==> config.mk <==
export PLATFORM = sky130hd
export DESIGN_NAME = regfile_wr_arbiter_flat
export DESIGN_NICKNAME = d
export VERILOG_FILES = /design/src/rtl/rv_pkg.sv /design/src/rtl/regfile_wr_arbiter_if.sv /design/src/rtl/rr_arbiter.sv /design/src/rtl/regfile_wr_arbiter.sv /design/src/flat_wrapper.sv
export SDC_FILE = /design/constraint.sdc
export NUM_CORES = 1
export LEC_CHECK = 0
export CORE_MARGIN = 2
export CORE_UTILIZATION = 39
export CTS_CLUSTER_SIZE = 20
export DETAILED_ROUTE_END_ITERATION = 6
export PLACE_DENSITY = 0.82
export SYNTH_ARGS = -nofsm -noshare
export SYNTH_HDL_FRONTEND = slang
export SYNTH_SLANG_ARGS = --single-unit
==> constraint.sdc <==
create_clock -name clk -period 5 [get_ports clk]
set_clock_uncertainty 0.15 [all_clocks]
set_input_delay 0.5 -clock clk [delete_from_list [all_inputs] [get_ports clk]]
set_output_delay 0.5 -clock clk [all_outputs]
set_load 0.005 [all_outputs]
==> src/rtl/rv_pkg.sv <==
// Shared RISC-V core definitions: data/register-file geometry and the
// writeback arbiter state encoding.
package rv_pkg;

  localparam int unsigned XLEN     = 32;
  localparam int unsigned REG_AW   = 5;
  localparam int unsigned NUM_REGS = 32;

  typedef enum logic {
    ARB_CLEAR,
    ARB_RUN
  } arb_state_e;

endpackage

==> src/rtl/regfile_wr_arbiter_if.sv <==
// Writeback requester bus: per-requester valid/ready with packed addr/data slices.
interface regfile_wr_arbiter_if #(
  parameter int unsigned NREQ = 3,
  parameter int unsigned XLEN = 32,
  parameter int unsigned AW   = 5
);

  logic [NREQ-1:0]      req_valid;
  logic [NREQ-1:0]      req_ready;
  logic [NREQ*AW-1:0]   req_addr;
  logic [NREQ*XLEN-1:0] req_data;

  modport master (
    output req_valid,
    output req_addr,
    output req_data,
    input  req_ready
  );

  modport slave (
    input  req_valid,
    input  req_addr,
    input  req_data,
    output req_ready
  );

endinterface

==> src/rtl/rr_arbiter.sv <==
// Combinational round-robin arbiter: search starts at ptr_i and wraps at NREQ-1;
// outputs a one-hot (or zero) grant and the granted index.
module rr_arbiter #(
  parameter int unsigned NREQ = 3
) (
  input  logic [NREQ-1:0] req_i,
  input  logic [2:0]      ptr_i,
  output logic [NREQ-1:0] grant_o,
  output logic [2:0]      idx_o
);

  logic found;

  always_comb begin
    grant_o = '0;
    idx_o   = '0;
    found   = 1'b0;
    // Priority distance k from the pointer; first valid requester at the smallest k wins.
    for (int unsigned k = 0; k < NREQ; k++) begin
      for (int unsigned i = 0; i < NREQ; i++) begin
        if (!found && req_i[i] && (i == ((32'(ptr_i) + k) % NREQ))) begin
          found      = 1'b1;
          grant_o[i] = 1'b1;
          idx_o      = 3'(i);
        end
      end
    end
  end

endmodule

==> src/rtl/regfile_wr_arbiter.sv <==
// Register-file write-port arbiter: clears all registers after reset, then
// round-robins writeback requesters onto we3/a3/wd3. Option macro: RF_WR_ARB_X0_DROP_EN.
module regfile_wr_arbiter
  import rv_pkg::*;
#(
  parameter int unsigned NREQ           = 3,
  parameter int unsigned XLEN           = rv_pkg::XLEN,
  parameter int unsigned AW             = rv_pkg::REG_AW,
  parameter bit          CLEAR_ON_RESET = 1'b1
) (
  input  logic                 clk,
  input  logic                 resetn,
  regfile_wr_arbiter_if.slave  req,
  output logic                 rf_we3,
  output logic [AW-1:0]        rf_a3,
  output logic [XLEN-1:0]      rf_wd3,
  output logic                 clearing,
  output logic [2:0]           grant_idx
);

  localparam arb_state_e    RESET_STATE = CLEAR_ON_RESET ? ARB_CLEAR : ARB_RUN;
  localparam logic [AW-1:0] CLR_LAST    = AW'(NUM_REGS - 1);

  arb_state_e      state_q, state_d;
  logic [2:0]      rr_ptr_q, rr_ptr_d;
  logic [2:0]      gidx_q, gidx_d;
  logic [AW-1:0]   clr_cnt_q, clr_cnt_d;
  logic [AW-1:0]   a3_q, a3_d;
  logic [XLEN-1:0] wd3_q, wd3_d;
  logic            we_q, we_d;
  logic            clr_q, clr_d;

  logic [NREQ-1:0] grant;
  logic [2:0]      grant_i;
  logic [AW-1:0]   sel_addr;
  logic [XLEN-1:0] sel_data;
  logic            fwd;

  rr_arbiter #(.NREQ(NREQ)) u_rr (
    .req_i   (req.req_valid),
    .ptr_i   (rr_ptr_q),
    .grant_o (grant),
    .idx_o   (grant_i)
  );

  assign req.req_ready = (state_q == ARB_RUN) ? grant : '0;

  always_comb begin
    sel_addr = '0;
    sel_data = '0;
    for (int unsigned i = 0; i < NREQ; i++) begin
      if (grant[i]) begin
        sel_addr = req.req_addr[i*AW +: AW];
        sel_data = req.req_data[i*XLEN +: XLEN];
      end
    end
  end

  always_comb begin
    state_d   = state_q;
    rr_ptr_d  = rr_ptr_q;
    gidx_d    = gidx_q;
    clr_cnt_d = clr_cnt_q;
    a3_d      = a3_q;
    wd3_d     = wd3_q;
    we_d      = 1'b0;
    clr_d     = (state_q == ARB_CLEAR);
    fwd       = 1'b1;
    case (state_q)
      ARB_CLEAR: begin
        we_d  = 1'b1;
        a3_d  = clr_cnt_q;
        wd3_d = '0;
        if (clr_cnt_q == CLR_LAST) state_d = ARB_RUN;
        else                       clr_cnt_d = clr_cnt_q + AW'(1);
      end
      ARB_RUN: begin
        if (|grant) begin
          gidx_d   = grant_i;
          rr_ptr_d = (grant_i == 3'(NREQ - 1)) ? 3'd0 : grant_i + 3'd1;
`ifdef RF_WR_ARB_X0_DROP_EN
          fwd = (sel_addr != '0);
`endif
          // a3/wd3 only move on a forwarded write so an idle bus keeps its last value.
          if (fwd) begin
            we_d  = 1'b1;
            a3_d  = sel_addr;
            wd3_d = sel_data;
          end
        end
      end
      default: state_d = ARB_RUN;
    endcase
  end

  always_ff @(posedge clk or negedge resetn) begin
    if (!resetn) begin
      state_q   <= RESET_STATE;
      rr_ptr_q  <= '0;
      gidx_q    <= '0;
      clr_cnt_q <= '0;
      a3_q      <= '0;
      wd3_q     <= '0;
      we_q      <= 1'b0;
      clr_q     <= CLEAR_ON_RESET;
    end else begin
      state_q   <= state_d;
      rr_ptr_q  <= rr_ptr_d;
      gidx_q    <= gidx_d;
      clr_cnt_q <= clr_cnt_d;
      a3_q      <= a3_d;
      wd3_q     <= wd3_d;
      we_q      <= we_d;
      clr_q     <= clr_d;
    end
  end

  assign rf_we3    = we_q;
  assign rf_a3     = a3_q;
  assign rf_wd3    = wd3_q;
  assign clearing  = clr_q;
  assign grant_idx = gidx_q;

endmodule

==> src/flat_wrapper.sv <==
// flat-port wrapper written by rule: the top's interface ports become plain ports
module regfile_wr_arbiter_flat import rv_pkg::*;
#(
  parameter int unsigned NREQ           = 3,
  parameter int unsigned XLEN           = rv_pkg::XLEN,
  parameter int unsigned AW             = rv_pkg::REG_AW,
  parameter bit          CLEAR_ON_RESET = 1'b1
)
  (clk, resetn, rf_we3, rf_a3, rf_wd3, clearing, grant_idx, req_req_valid, req_req_addr, req_req_data, req_req_ready);
  regfile_wr_arbiter_if #(.NREQ(NREQ), .XLEN(XLEN), .AW(AW)) req_i ();
  input  logic clk;
  input  logic resetn;
  output logic rf_we3;
  output logic [AW-1:0] rf_a3;
  output logic [XLEN-1:0] rf_wd3;
  output logic clearing;
  output logic [2:0] grant_idx;
  input wire logic [$bits(req_i.req_valid)-1:0] req_req_valid;
  input wire logic [$bits(req_i.req_addr)-1:0] req_req_addr;
  input wire logic [$bits(req_i.req_data)-1:0] req_req_data;
  output wire logic [$bits(req_i.req_ready)-1:0] req_req_ready;
  assign req_i.req_valid = req_req_valid;
  assign req_i.req_addr = req_req_addr;
  assign req_i.req_data = req_req_data;
  assign req_req_ready = req_i.req_ready;
  regfile_wr_arbiter #(.NREQ(NREQ), .XLEN(XLEN), .AW(AW), .CLEAR_ON_RESET(CLEAR_ON_RESET)) u_core (.clk(clk), .resetn(resetn), .req(req_i), .rf_we3(rf_we3), .rf_a3(rf_a3), .rf_wd3(rf_wd3), .clearing(clearing), .grant_idx(grant_idx));
endmodule
## Yosys cells after proc, flatten, opt, wreduce, memory -nomap -nowiden

Cells that the tools add are included.

| storage, ports and cells | value |
|---|---|
| register bits | 51 |
| word-level logic and storage cells | 97 |

| operators by class | value |
|---|---|
| muxes and demuxes | 40 |
| bitwise logic cells | 2 |
| divide/modulo/power cells | 3 |
| $add $sub $neg | 4 |
| reduce and logical (&&, ||, !) cells | 31 |
| equality and inequality tests | 9 |

Operator list:

| kind | count |
|---|---|
| two-way mux 32 bit | 4 |
| equality test 1 x 32 -> 1 bit (first input constant) | 3 |
| equality test 2 x 32 -> 1 bit (first input constant) | 3 |
| zero test 32 bit | 3 |
| modulo 32 x 2 -> 32 bit (second input constant) | 2 |
| one-hot mux 32 bit (2 select lines) | 1 |
| modulo 3 x 2 -> 32 bit (second input constant) | 1 |
| two-way mux 3 bit | 9 |
| two-way mux 1 bit | 20 |
| two-way mux 5 bit | 4 |
| logical AND 1 bit | 17 |
| one-hot mux 5 bit (2 select lines) | 1 |
| zero test 1 bit | 8 |
| adder 5 x 1 -> 5 bit (second input constant) | 1 |
| equality test 5 bit (second input constant) | 1 |
| adder 3 x 1 -> 4 bit (second input constant) | 1 |
| adder 3 x 2 -> 4 bit (second input constant) | 1 |
| AND reduction 2 bit | 2 |
| adder 3 x 1 -> 3 bit (second input constant) | 1 |
| equality test 3 x 2 -> 1 bit (second input constant) | 1 |
| OR reduction 3 bit | 1 |
| != test 2 bit (second input constant) | 1 |
| NOT 1 bit | 2 |
| one-hot mux 1 bit (2 select lines) | 1 |

## Longest topological paths before layout

| logic depth | value |
|---|---|
| word-level depth | 39 |
| depth in mapped cells | 21 |
| gate-level depth less buffers | 17 |

## Cells and area by module

Synthesis repeated with hierarchy kept, for this count alone.

| second synthesis, totals | value |
|---|---|
| cell total of the unflattened synthesis | 408 |
| area total of the unflattened synthesis | 3,912.5 um^2 |

Modules (own cells, without submodules):

| module | cells each | area each (um^2) | seq. area each (um^2) | times used |
|---|---|---|---|---|
| regfile_wr_arbiter | 233 | 2,683.8 | 1,277.5 | 1 |
| rr_arbiter | 175 | 1,228.7 | 0.0 | 1 |

## Worst setup path after synthesis

OpenSTA, ideal clock, no wires.

| timing path | value |
|---|---|
| path type | reg2out |
| from | reg u_core.rr_ptr_q[0] |
| to | out req_req_ready[1] |
| data required time | 4,350 ps |
| slack | 176 ps |
| buffers on the path | 5 |
| arrival time | 4,174 ps |
| stages on the path, launching flop included | 21 |
| cells stage by stage | dfrtp_1 > buf_2 > clkbuf_1 > inv_1 > ha_1 > ha_1 > ha_1 > clkbuf_1 > nand3b_1 > xor2_1 > ha_1 > a311oi_1 > and3_1 > buf_2 > mux2i_1 > o211ai_1 > nand3_2 > o21ai_4 > buf_2 > nand2_1 > inv_1 |

| between the ends | value |
|---|---|
| cells in the longest elaborated chain, start to end | 33 |

RTL lines:

| what | line | source |
|---|---|---|
| start, declared | regfile_wr_arbiter.sv:25 | `logic [2:0] rr_ptr_q, rr_ptr_d;` |
| start signal, assigned | regfile_wr_arbiter.sv:108 | `rr_ptr_q <= rr_ptr_d;` |
| parallel branches: the longest is 31 deep, another holds modulo 32 x 2 -> 32 bit | - |  |
| two-way mux 1 bit * | rr_arbiter.sv:21 | `if (!found && req_i[i] && (i == ((32'(ptr_i) + k) % NREQ))) begin` |
| two-way mux 3 bit * | regfile_wr_arbiter.sv:46 | `assign req.req_ready = (state_q == ARB_RUN) ? grant : '0;` |
| end, declared | flat_wrapper.sv:21 | `output wire logic [$bits(req_i.req_ready)-1:0] req_req_ready;` |

Every way passes the cells marked *.

## Worst setup path in the final report

| timing path | value |
|---|---|
| from | reg u_core.rr_ptr_q[1] |
| to | out req_req_ready[0] |

| between the ends | value |
|---|---|
| cells in the longest elaborated chain, start to end | 29 |

RTL lines:

| what | line |
|---|---|
| parallel branches: the longest is 27 deep, another holds modulo 32 x 2 -> 32 bit | - |
| two-way mux 1 bit * | rr_arbiter.sv:21 |
| two-way mux 3 bit * | regfile_wr_arbiter.sv:46 |

Marks and branches as above.

==> results summary <==
Of the post-synthesis cell area, the part taken by muxes is 1.84%. The via count of the first global-routing pass is 3979. The placeable core region came out at 9200 µm². The maximum frequency from static timing analysis came out at 201 MHz.

The top cell type by total area after synthesis is dfrtp_1. The largest individual stage delay along the critical path comes from the cell clkdlybuf4s50_1. The clock sink total is 50. STA classifies the critical path endpoint as an output pin. The synthesis-to-finish area growth came out at 55.5%. After synthesis, the cell types taking the most area are dfrtp_1, a222oi_1, o41ai_1. The worst slack after detailed placement came out at -0.566 ps. The synthesized area per cell came out at 9.50 µm².

In the synthesized netlist, the number of instances is 386. In the routed design, unresolved DRC markers number 10. The initial antenna violation count came out at 0. The power per cell area is 806 nW/µm².

The normalized max-slew margin came out at 26.6%. The I/O pin total is 161. The tree is rooted in a clkbuf_8. Cells with a size suffix above 1 make up 15.4% of the layout. The global-route total usage across every layer came out at 23.8%. The total congestion overflow after global routing came out at 0. At the end of routability-driven placement, the weighted congestion stood at 0.877. The transition at the pin with the smallest max-transition slack came out at 1100 ps. Setup repair after global routing could not meet its margin everywhere. The post-detailed-route count of antenna-violating nets came out at 0. For the worst setup path, the data arrival time is 4330 ps. The clock reaches the later pin of the worst-skew pair after 300 ps. The number of H-tree branching levels came out at 2. The number of buffers inserted by port buffering came out at 159. The largest net degree at the start of global routing came out at 72. The number of synthesized register bits came out at 50.

After Yosys synthesis, and, or, nand and nor cells account for 10.6% of the synthesized area. The combinational family with the most area after synthesis is compound AO/OA/AOI/OAI gates. In the finished design, the share of the clock period the worst path needs comes to 99.5%. When the netlist entered floorplanning its net count stood at 523. The xor and xnor fraction of the mapped netlist area is 2.80%. The adder and majority gate portion of the synthesized area came out at 7.16%. The finished layout holds 649 standard cells, fillers aside. The post-layout net count came out at 674. Including well taps, the total number of placed cells is 631.

The sequential cell area fraction in the yosys report is 34.2%. For this run, the number of Yosys warnings is 0. The worst setup path is launched from a register. The post-route worst hold slack came out at 241 ps. The clock tree from TritonCTS is yes. The top cell family by delay on the critical path is compound AO/OA/AOI/OAI gates. The number of different library cells in the post-synthesis netlist came out at 73.

The number of buffer and inverter instances along the worst setup path is 3. The estimated wirelength of the detail-placed design came out at 9060 µm. The floorplan row count is 35.

The number of hold violations in the final report was 0. The vertical die dimension is 101 µm. The flow ran to the end, but the final reports show violations. Dividing the detail-routed wire length by the instance count gives 19.9 µm.

The routed via count divided by cell count came out at 6.27. The async set-reset flop share out of synthesis is 100%. The final critical delay including setup and external delays came out at 4980 ps. The number of enable-type register cells in the synthesized netlist is 0. Measured along the x axis, the die boundary spans 101 µm. The antenna diode instance count is 0.

The total leakage power is 2.19 nW. In this run the worst hold path is classified as input pin to async pin. Of the post-synthesis cell area, the dominant cell type holds 33.4%. Sorting the synthesized cells by how often they occur yields dfrtp_1, a21oi_1, a222oi_1. Along the worst path, the maximum fanout reaches 10.

The number of slew-limit violations in the final report is 0. Across the VDD grid, the largest voltage drop is 395 µV. By instance count, the leading cell after synthesis is dfrtp_1. The critical path goes through ha_2 > buf_6 > or3b_4 > a211o_4 > xnor2_4 > inv_2 > ha_4 > ha_4 > a31oi_4 > a2111oi_4 > a31oi_1 > nor3b_1 > o21ai_1 > o2bb2ai_4 > and2_4 > clkdlybuf4s50_1. The starting density of the core came out at 39.9%.

In this design, the critical path's most frequently occurring cell is ha_4. The floorplan die area came out at 10200 µm². TritonCTS created 5 clock buffers. Setup violations remaining at the end of the flow were counted as 0. By startpoint and endpoint, the worst setup path is classified as register to output pin. After clock tree synthesis, the clock-pin slew on the worst setup and hold paths is 100 ps. Counting along the longest clock path gives a buffer depth of 2. The most used flip-flop cell after synthesis is dfrtp_1.

The final reports fail on DRC. The delay of the slowest cell on the worst path came out at 510 ps. The number of DRC violations after detailed-routing iteration 0 came out at 439. The detailed router placed 4071 vias in this run. The setup slack after layout came out at 24.6 ps. The first-pass GRT wire length came out at 19500 µm.

After synthesis the cells add up to 3670 µm². The post-synthesis compound-gate area fraction is 35.8%. At the worst endpoint, the required time is 4350 ps. The max-capacitance violation count is 0. After detailed routing, the total wire length is 12900 µm. Buffers inserted to repair hold after CTS numbered 0. The first detailed-routing pass ran for 7 iterations.
[per-stage QoR]
stage               TNS, ps  power [mW]  area (µm²)  utilization (%)
global route           -139        4.94        5700             62.0
floorplan                 0        2.95        3670                -
detailed placement   -0.566        3.94        5330             57.9
CTS                       0        4.36        5540             60.3
global placement          0        3.83        5330             57.9
finish                    0        4.60        5700             62.0
[worst paths after layout]
kind	cells after the start	endpoint	slack, ps	startpoint
worst max register to register	19	u_core.rf_wd3[3]	310	u_core.rr_ptr_q[1]
worst min-delay path	1	u_core.rf_wd3[13]	240	resetn
max in group asynchronous	1	u_core.rr_ptr_q[1]	3710	resetn
worst min register to register	2	u_core.grant_idx[0]	380	u_core.grant_idx[0]
min in group clk	2	u_core.grant_idx[0]	380	u_core.grant_idx[0]
worst max-delay path	16	req_req_ready[0]	20	u_core.rr_ptr_q[1]
[layout by cell type, fill, tap and decap left out, types with 5 or more instances in the layout]
master,count
a222oi_1,37
nor2_1,9
nand3_1,7
clkbuf_8,6
clkdlybuf4s50_1,157
buf_4,21
ha_1,12
a21oi_1,38
inv_1,16
nor3_1,9
nand2_1,21
o221ai_1,6
o41ai_1,32
o21ai_1,5
ha_2,6
dfrtp_1,47
[what timing repair did]
action / CTS / global route
pin swaps: 6 / 11
endpoints found under the setup margin: 3 / 4
buffers inserted: 4 / 6
hold endpoints to repair: 0 / 0
resized for setup: 19 / 26
[sequential cells by signal, summed over array words and instances, names as in the netlist]
| name | cells |
|---|---|
| u_core.rf_wd3 | 32 |
| u_core.clr_cnt_q | 5 |
| u_core.rf_a3 | 5 |
| u_core.rr_ptr_q | 3 |
| u_core.grant_idx | 2 |
| u_core.clearing | 1 |
| u_core.rf_we3 | 1 |
| u_core.state_q | 1 |
[cell families after synthesis]
| group | count (synthesis) |
|---|---|
| other | 1 |
| AO/OA/AOI/OAI | 163 |
| adder cells (fa/ha/maj) | 21 |
| multiplexers | 6 |
| XOR/XNOR | 10 |
| buffers and inverters | 59 |
| AND/OR/NAND/NOR | 76 |
| flip-flops | 50 |
[power breakdown]
part	internal, mW	total [mW]	switching, mW
combinational	1.68	3.60	1.92
sequential	0.636	0.744	0.107
clock	0.114	0.257	0.143
[worst reg2reg max path, delay by kind of cell, from the launching register on]
kind / cells / cell delay (ps)
XOR/XNOR: 1 / 200
buffers and inverters: 5 / 810
AO/OA/AOI/OAI: 8 / 1850
flip-flops: 1 / 450
AND/OR/NAND/NOR: 2 / 540
adder cells (fa/ha/maj): 3 / 570
[area by class of cell]
class / count / area (µm²)
flip-flops and latches: 50 / 1250
clock inverters: 2 / 16.3
multi-input cells: 277 / 2330
inverters: 19 / 71.3
clock buffers: 6 / 82.6
fillers: 757 / 3490
well taps: 111 / 139
repair buffers: 184 / 1810
[routing by layer]
metal  vias up  GRT usage [%]  wire length [µm]
li1       1859              -                 -
met1      2005           29.8              5140
met2       174           41.2              6740
met3        33           4.09               726
met4         0           8.42               342
met5         -              0                 0
Note: power is estimated with default switching activity, not from simulation.
